`config.mk`:
```
export PLATFORM = sky130hd
export DESIGN_NAME = wb_unit
export DESIGN_NICKNAME = d
export VERILOG_FILES = /design/src/rtl/wb_pkg.sv /design/src/rtl/wb_unit_load_align.sv /design/src/rtl/wb_unit.sv
export SDC_FILE = /design/constraint.sdc
export NUM_CORES = 1
export LEC_CHECK = 0
export CORE_MARGIN = 2
export CORE_UTILIZATION = 23
export DETAILED_ROUTE_END_ITERATION = 10
export PLACE_DENSITY = 0.64
export SLEW_MARGIN = 20
export SYNTH_ARGS = -nofsm -noshare
export SYNTH_HDL_FRONTEND = slang
export SYNTH_SLANG_ARGS = --single-unit
```
`constraint.sdc`:
```
create_clock -name clk -period 4.5 [get_ports clk]
set_input_delay 1.35 -clock clk [delete_from_list [all_inputs] [get_ports clk]]
set_output_delay 1.35 -clock clk [all_outputs]
set_load 0.01 [all_outputs]
```
`src/rtl/wb_pkg.sv`:
```
// Shared types and encodings for the write-back stage.
// Struct fields are sized for the widest supported build (XLEN=64); narrower builds use the low bits.
package wb_pkg;

    localparam int WB_XLEN_MAX = 64;
    localparam int WB_RA_W_MAX = 8;

    localparam logic [1:0] RES_ALU = 2'b00;
    localparam logic [1:0] RES_MEM = 2'b01;
    localparam logic [1:0] RES_PC4 = 2'b10;

    localparam logic [2:0] F3_LB  = 3'b000;
    localparam logic [2:0] F3_LH  = 3'b001;
    localparam logic [2:0] F3_LW  = 3'b010;
    localparam logic [2:0] F3_LD  = 3'b011;
    localparam logic [2:0] F3_LBU = 3'b100;
    localparam logic [2:0] F3_LHU = 3'b101;
    localparam logic [2:0] F3_LWU = 3'b110;

    typedef struct packed {
        logic [1:0]             resultsrc;
        logic [2:0]             funct3;
        logic [WB_RA_W_MAX-1:0] rd;
        logic                   regwrite;
        logic [WB_XLEN_MAX-1:0] aluresult;
        logic [WB_XLEN_MAX-1:0] pcplus4;
    } wb_in_t;

    typedef enum logic {
        IDLE,
        WAIT_MEM
    } wb_state_e;

endpackage

```
`src/rtl/wb_unit_load_align.sv`:
```
// Combinational sub-word load alignment: shifts the memory word down by the byte offset,
// then sign/zero-extends per funct3 and flags offsets that break natural alignment.
module load_align
    import wb_pkg::*;
#(
    parameter int XLEN  = 32,
    parameter int OFF_W = $clog2(XLEN/8)
) (
    input  logic [XLEN-1:0]  rdata,
    input  logic [OFF_W-1:0] offset,
    input  logic [2:0]       funct3,
    output logic [XLEN-1:0]  data,
    output logic             misaligned
);

    logic [63:0] wide;
    logic [63:0] shifted;
    logic [63:0] ext;
    logic [2:0]  off3;
    logic        unused_ext;

    // Work at 64 bits throughout so one body serves both XLEN builds.
    always_comb begin
        wide               = '0;
        wide[XLEN-1:0]     = rdata;
        off3               = '0;
        off3[OFF_W-1:0]    = offset;
        shifted            = wide >> {off3, 3'b000};
        ext                = '0;
        misaligned         = 1'b0;
        case (funct3)
            F3_LB:  ext = {{56{shifted[7]}}, shifted[7:0]};
            F3_LH: begin
                ext        = {{48{shifted[15]}}, shifted[15:0]};
                misaligned = off3[0];
            end
            F3_LW: begin
                ext        = {{32{shifted[31]}}, shifted[31:0]};
                misaligned = |off3[1:0];
            end
            F3_LD: begin
                if (XLEN == 64) begin
                    ext        = shifted;
                    misaligned = |off3;
                end
            end
            F3_LBU: ext = {56'b0, shifted[7:0]};
            F3_LHU: begin
                ext        = {48'b0, shifted[15:0]};
                misaligned = off3[0];
            end
            F3_LWU: begin
                if (XLEN == 64) begin
                    ext        = {32'b0, shifted[31:0]};
                    misaligned = |off3[1:0];
                end
            end
            default: ext = '0;
        endcase
        data = ext[XLEN-1:0];
    end

    assign unused_ext = ^ext;

endmodule

```
`src/rtl/wb_unit.sv`:
```
// Registered write-back stage: retires ALU/PC+4 results directly, waits for late load data otherwise.
// Optional macro WB_MISALIGN_TRAP_EN turns misaligned loads into a misalign pulse carrying the faulting address.
module wb_unit
    import wb_pkg::*;
#(
    parameter int XLEN = 32,
    parameter int RA_W = 5
) (
    input  logic            clk,
    input  logic            rst_n,
    input  logic            in_valid,
    output logic            in_ready,
    input  wb_in_t          in,
    input  logic            mem_rvalid,
    input  logic [XLEN-1:0] mem_rdata,
    input  logic            flush,
    output logic            regwrite,
    output logic [RA_W-1:0] rd,
    output logic [XLEN-1:0] result,
    output logic            misalign
);

    localparam int OFF_W = $clog2(XLEN/8);

    wb_state_e       state;
    logic [2:0]      lat_funct3;
    logic [RA_W-1:0] lat_rd;
    logic            lat_regwrite;
    logic [XLEN-1:0] lat_addr;
    logic            accept;
    logic            accept_load;
    logic [XLEN-1:0] ld_data;
    logic            ld_misaligned;
    logic [RA_W-1:0] in_rd;
    logic            unused_in;

    assign in_ready    = (state == IDLE);
    assign accept      = in_ready && in_valid && !flush;
    assign accept_load = accept && (in.resultsrc == RES_MEM);
    assign in_rd       = in.rd[RA_W-1:0];
    assign unused_in   = ^{in.rd, in.aluresult, in.pcplus4};

    load_align #(
        .XLEN (XLEN),
        .OFF_W(OFF_W)
    ) u_align (
        .rdata     (mem_rdata),
        .offset    (lat_addr[OFF_W-1:0]),
        .funct3    (lat_funct3),
        .data      (ld_data),
        .misaligned(ld_misaligned)
    );

    // Load context is pure data; only meaningful while in WAIT_MEM.
    always_ff @(posedge clk) begin
        if (accept_load) begin
            lat_funct3   <= in.funct3;
            lat_rd       <= in_rd;
            lat_regwrite <= in.regwrite;
            lat_addr     <= in.aluresult[XLEN-1:0];
        end
    end

`ifdef WB_MISALIGN_TRAP_EN
    logic misalign_q;
    assign misalign = misalign_q;
`else
    logic unused_misaligned;
    assign misalign          = 1'b0;
    assign unused_misaligned = ld_misaligned;
`endif

    always_ff @(posedge clk or negedge rst_n) begin
        if (!rst_n) begin
            state    <= IDLE;
            regwrite <= 1'b0;
            rd       <= '0;
            result   <= '0;
`ifdef WB_MISALIGN_TRAP_EN
            misalign_q <= 1'b0;
`endif
        end else begin
            regwrite <= 1'b0;
`ifdef WB_MISALIGN_TRAP_EN
            misalign_q <= 1'b0;
`endif
            case (state)
                IDLE: begin
                    if (accept) begin
                        if (in.resultsrc == RES_MEM) begin
                            state <= WAIT_MEM;
                        end else begin
                            rd       <= in_rd;
                            regwrite <= in.regwrite && (in_rd != '0);
                            case (in.resultsrc)
                                RES_ALU: result <= in.aluresult[XLEN-1:0];
                                RES_PC4: result <= in.pcplus4[XLEN-1:0];
                                default: result <= '0;
                            endcase
                        end
                    end
                end
                WAIT_MEM: begin
                    // Flush wins over a same-cycle data return.
                    if (flush) begin
                        state <= IDLE;
                    end else if (mem_rvalid) begin
                        state <= IDLE;
                        rd    <= lat_rd;
`ifdef WB_MISALIGN_TRAP_EN
                        if (ld_misaligned) begin
                            misalign_q <= 1'b1;
                            result     <= lat_addr;
                        end else begin
                            regwrite <= lat_regwrite && (lat_rd != '0);
                            result   <= ld_data;
                        end
`else
                        regwrite <= lat_regwrite && (lat_rd != '0);
                        result   <= ld_data;
`endif
                    end
                end
                default: state <= IDLE;
            endcase
        end
    end

endmodule

```
==> flow_summary.json <==
{
  "outcome": "completed",
  "async_set_or_reset_register_ratio_after_synthesis_pct": 78.0,
  "p_per_area_nw_per_um2": 288,
  "ctsResizeCount": 0,
  "detail_route.first_pass.iterations": 4,
  "post-synth-top-area-fraction_pct": 31.2,
  "fin_nets": 591,
  "critPathCaptureType": "flop",
  "critPathKind": "input port to flop",
  "synth_seq_area_share_pct": 41.7,
  "worst_setup_hold_path_clk_slew_ns": 0.07,
  "gp_congestion": 0.802,
  "first_global_vias": 3007,
  "min_period_over_period_pct": 73.6,
  "clockRootBuffer": "sky130_fd_sc_hd__clkbuf_16",
  "ys_warn_count": 0,
  "cap_viol_max_count": 0,
  "worstMarginPinSlew_ns": 0.935,
  "placed_area_um2": 4730,
  "post_synth_main_area_contributors": "sky130_fd_sc_hd__dfrtp_1 (31%), sky130_fd_sc_hd__mux2i_1 (22%), sky130_fd_sc_hd__edfxtp_1 (11%), sky130_fd_sc_hd__o2bb2ai_1 (6.4%), sky130_fd_sc_hd__o21ai_0 (2.9%)",
  "final_total_power_uw": 1420,
  "post_cts_buffers": 0,
  "synth.lib_cells_used.distinct": 42,
  "finalHoldViolations": 0,
  "worst_r2r_startpoint": "state",
  "cts-buffers-inserted": 5,
  "final_layout_size_suffix_gt1_share_pct": 8.47,
  "critPathArrivalTime_ns": 3.48,
  "maxSlewViolCount": 0,
  "report.final.setup_viol": 0,
  "starting_density_of_the_core_pct": 23.6,
  "final_util_pct": 37.1,
  "worstSetupEndpoint": "result[31]",
  "number_of_enable_flip_flop_cells_after_synthesis": 11,
  "fill_cells": 1363,
  "avgViaCountPerCell": 4.77,
  "path_max_fanout": 17,
  "max_freq_ghz": 0.302,
  "synth_area_leader_cell": "sky130_fd_sc_hd__dfrtp_1",
  "areaGrowthSynthToFinish_pct": 56.9,
  "io_buffer_count": 150,
  "place_hpwl_mm": 8.58,
  "worstSetupStartpointType": "input port",
  "globalRouteTotalUtil_pct": 14.8,
  "clkLatencyLatePin_ns": 0.29,
  "floorplan_die_height_um": 121,
  "fin_area_um2": 4910,
  "design.portCount": 219,
  "tritoncts_clock_tree": "done",
  "hold_class": "flop to flop",
  "drc_violations_left": 0,
  "die_width_um": 121,
  "cp_launch_point": "in[140]",
  "globalRoute.totalOverflow": 0,
  "fp.coreArea_um2": 13200,
  "clk_path_buf_depth": 2,
  "number_of_antenna_violations_at_the_first_check_in_global_routing": 0,
  "num_vias": 2809,
  "drt.antenna.violating_nets": 0,
  "syn_area_um2": 3130,
  "synth_cells": 275,
  "drt_first_iter_violations": 147,
  "postSynthNetCount": 454,
  "cts.sink_count": 50,
  "grt_max_degree": 40,
  "insertedDiodeCount": 0,
  "vdd_drop_max_uv": 127,
  "register_bit_count_reported_by_yosys": 50,
  "post_cts_hold_buffer_count": 0,
  "postRouteWirelength_mm": 10.8,
  "worst_ep_required_time_ns": 4.67,
  "regToRegSetupSlack_ns": 2.09,
  "reg2regPathDepth": 4,
  "power.leakage_uw": 0.00203,
  "slew-limit-headroom_pct": 37.7,
  "whs_ns": 0.491,
  "dominantRegCellSynth": "sky130_fd_sc_hd__dfrtp_1",
  "skew_ns": 0.00771,
  "cts-htree-levels": 2,
  "fin_setup_tns_ns": 0,
  "finalWorstPathRequiredPeriod_ns": 3.31,
  "design.die.area_um2": 14600,
  "placementRows": 42,
  "syn_avg_cell_area_um2": 11.4,
  "grt_first_pass_wirelength_mm": 16.6,
  "setup_repair_after_global_routing_missed_its_margin": "false",
  "routedWlPerCell_um": 18.3,
  "worst_r2r_endpoint": "result[31]"
}
-- per-layer routing --
metal | global-route usage, % | vias up | part of all wire [%]
li1 | - | 1349 | -
met1 | 18.1 | 1323 | 42
met2 | 26.0 | 124 | 49
met3 | 3.49 | 13 | 7.6
met4 | 3.56 | 0 | 1.5
met5 | 0 | - | 0
-- layout make-up --
| cell class | count | area, µm² | area share, % |
|---|---|---|---|
| timing repair buffer | 156 | 1540 | 31.3 |
| sequential | 50 | 1310 | 26.6 |
| inverter | 3 | 11.3 | 0.229 |
| clock inverter | 2 | 38.8 | 0.790 |
| tap | 176 | 220 | 4.49 |
| multi-input combinational | 196 | 1660 | 33.7 |
| clock buffer | 6 | 139 | 2.83 |
-- critical path: stages --
cell	delay [ns]
sky130_fd_sc_hd__clkdlybuf4s50_1	0.49
sky130_fd_sc_hd__or2_1	0.54
sky130_fd_sc_hd__or3b_1	0.65
sky130_fd_sc_hd__o2bb2ai_1	0.16
sky130_fd_sc_hd__a211o_2	0.28
-- kinds of logic after synthesis --
logic type | after synthesis | share of synthesized area [%]
AO/OA/AOI/OAI | 89 | 21.0
buffers and inverters | 29 | 5.32
flip-flops | 50 | 41.7
multiplexers | 78 | 25.6
other | 1 | 0.120
AND/OR/NAND/NOR | 28 | 6.20
-- cells in the mapped netlist (2+ instances only) --
cell type	number
sky130_fd_sc_hd__clkbuf_1	7
sky130_fd_sc_hd__inv_1	3
sky130_fd_sc_hd__mux2i_1	70
sky130_fd_sc_hd__nand3b_1	3
sky130_fd_sc_hd__buf_4	3
sky130_fd_sc_hd__or2_1	2
sky130_fd_sc_hd__buf_2	6
sky130_fd_sc_hd__mux2_2	7
sky130_fd_sc_hd__nor3_1	2
sky130_fd_sc_hd__o22ai_1	8
sky130_fd_sc_hd__a21oi_1	10
sky130_fd_sc_hd__buf_6	5
sky130_fd_sc_hd__dfrtp_1	39
sky130_fd_sc_hd__buf_1	4
sky130_fd_sc_hd__o2bb2ai_1	23
sky130_fd_sc_hd__or4_1	3
sky130_fd_sc_hd__nor2_1	4
sky130_fd_sc_hd__edfxtp_1	11
sky130_fd_sc_hd__a211o_2	6
sky130_fd_sc_hd__o311ai_0	8
sky130_fd_sc_hd__nand2b_1	2
sky130_fd_sc_hd__o21ai_0	18
sky130_fd_sc_hd__a211o_1	10
sky130_fd_sc_hd__nor4b_2	2
sky130_fd_sc_hd__or2_2	2
-- registers in the layout (all words and copies together), names as in the netlist --
signal        flops
regwrite          1
lat_regwrite      1
state             1
lat_addr          2
lat_rd            5
result           32
lat_funct3        3
rd                5
-- through the flow --
stage                     instances  setup WS (ns)
after CTS                       589           1.19
after floorplan                 275           1.72
after detailed placement        581          0.883
final                           589           1.19
after global placement          581          0.903
after global routing            589           1.04
-- where the power goes --
group          leakage (µW)  total (µW)  internal [µW]  switching [µW]
registers          0.000603         558            523            34.4
clock network     0.0000875         447            280             168
logic               0.00134         411            253             158
-- cell usage in the layout (no fill, tap or decap), drive strengths merged, types with 6 or more instances in the layout --
master	netlist	layout
clkbuf	8	6
o311ai	8	8
o2bb2ai	23	23
edfxtp	11	11
mux2i	70	70
buf	18	8
o21ai	18	18
mux2	7	7
dfrtp	39	39
o22ai	8	8
a21oi	10	10
clkdlybuf4s50	0	148
a211o	16	16
-- worst min-delay path by stage --
stage,startpoint,end,slack (ns),cells after the start
2_1_floorplan,lat_regwrite,regwrite,0.49,2
3_3_place_gp,result[30],result[30],0.47,1
3_5_place_dp,result[30],result[30],0.48,1
4_1_cts,result[30],result[30],0.49,1
5_1_grt,result[24],result[24],0.51,1
6_report,result[30],result[30],0.49,1
(Power assumes the default switching activity.)
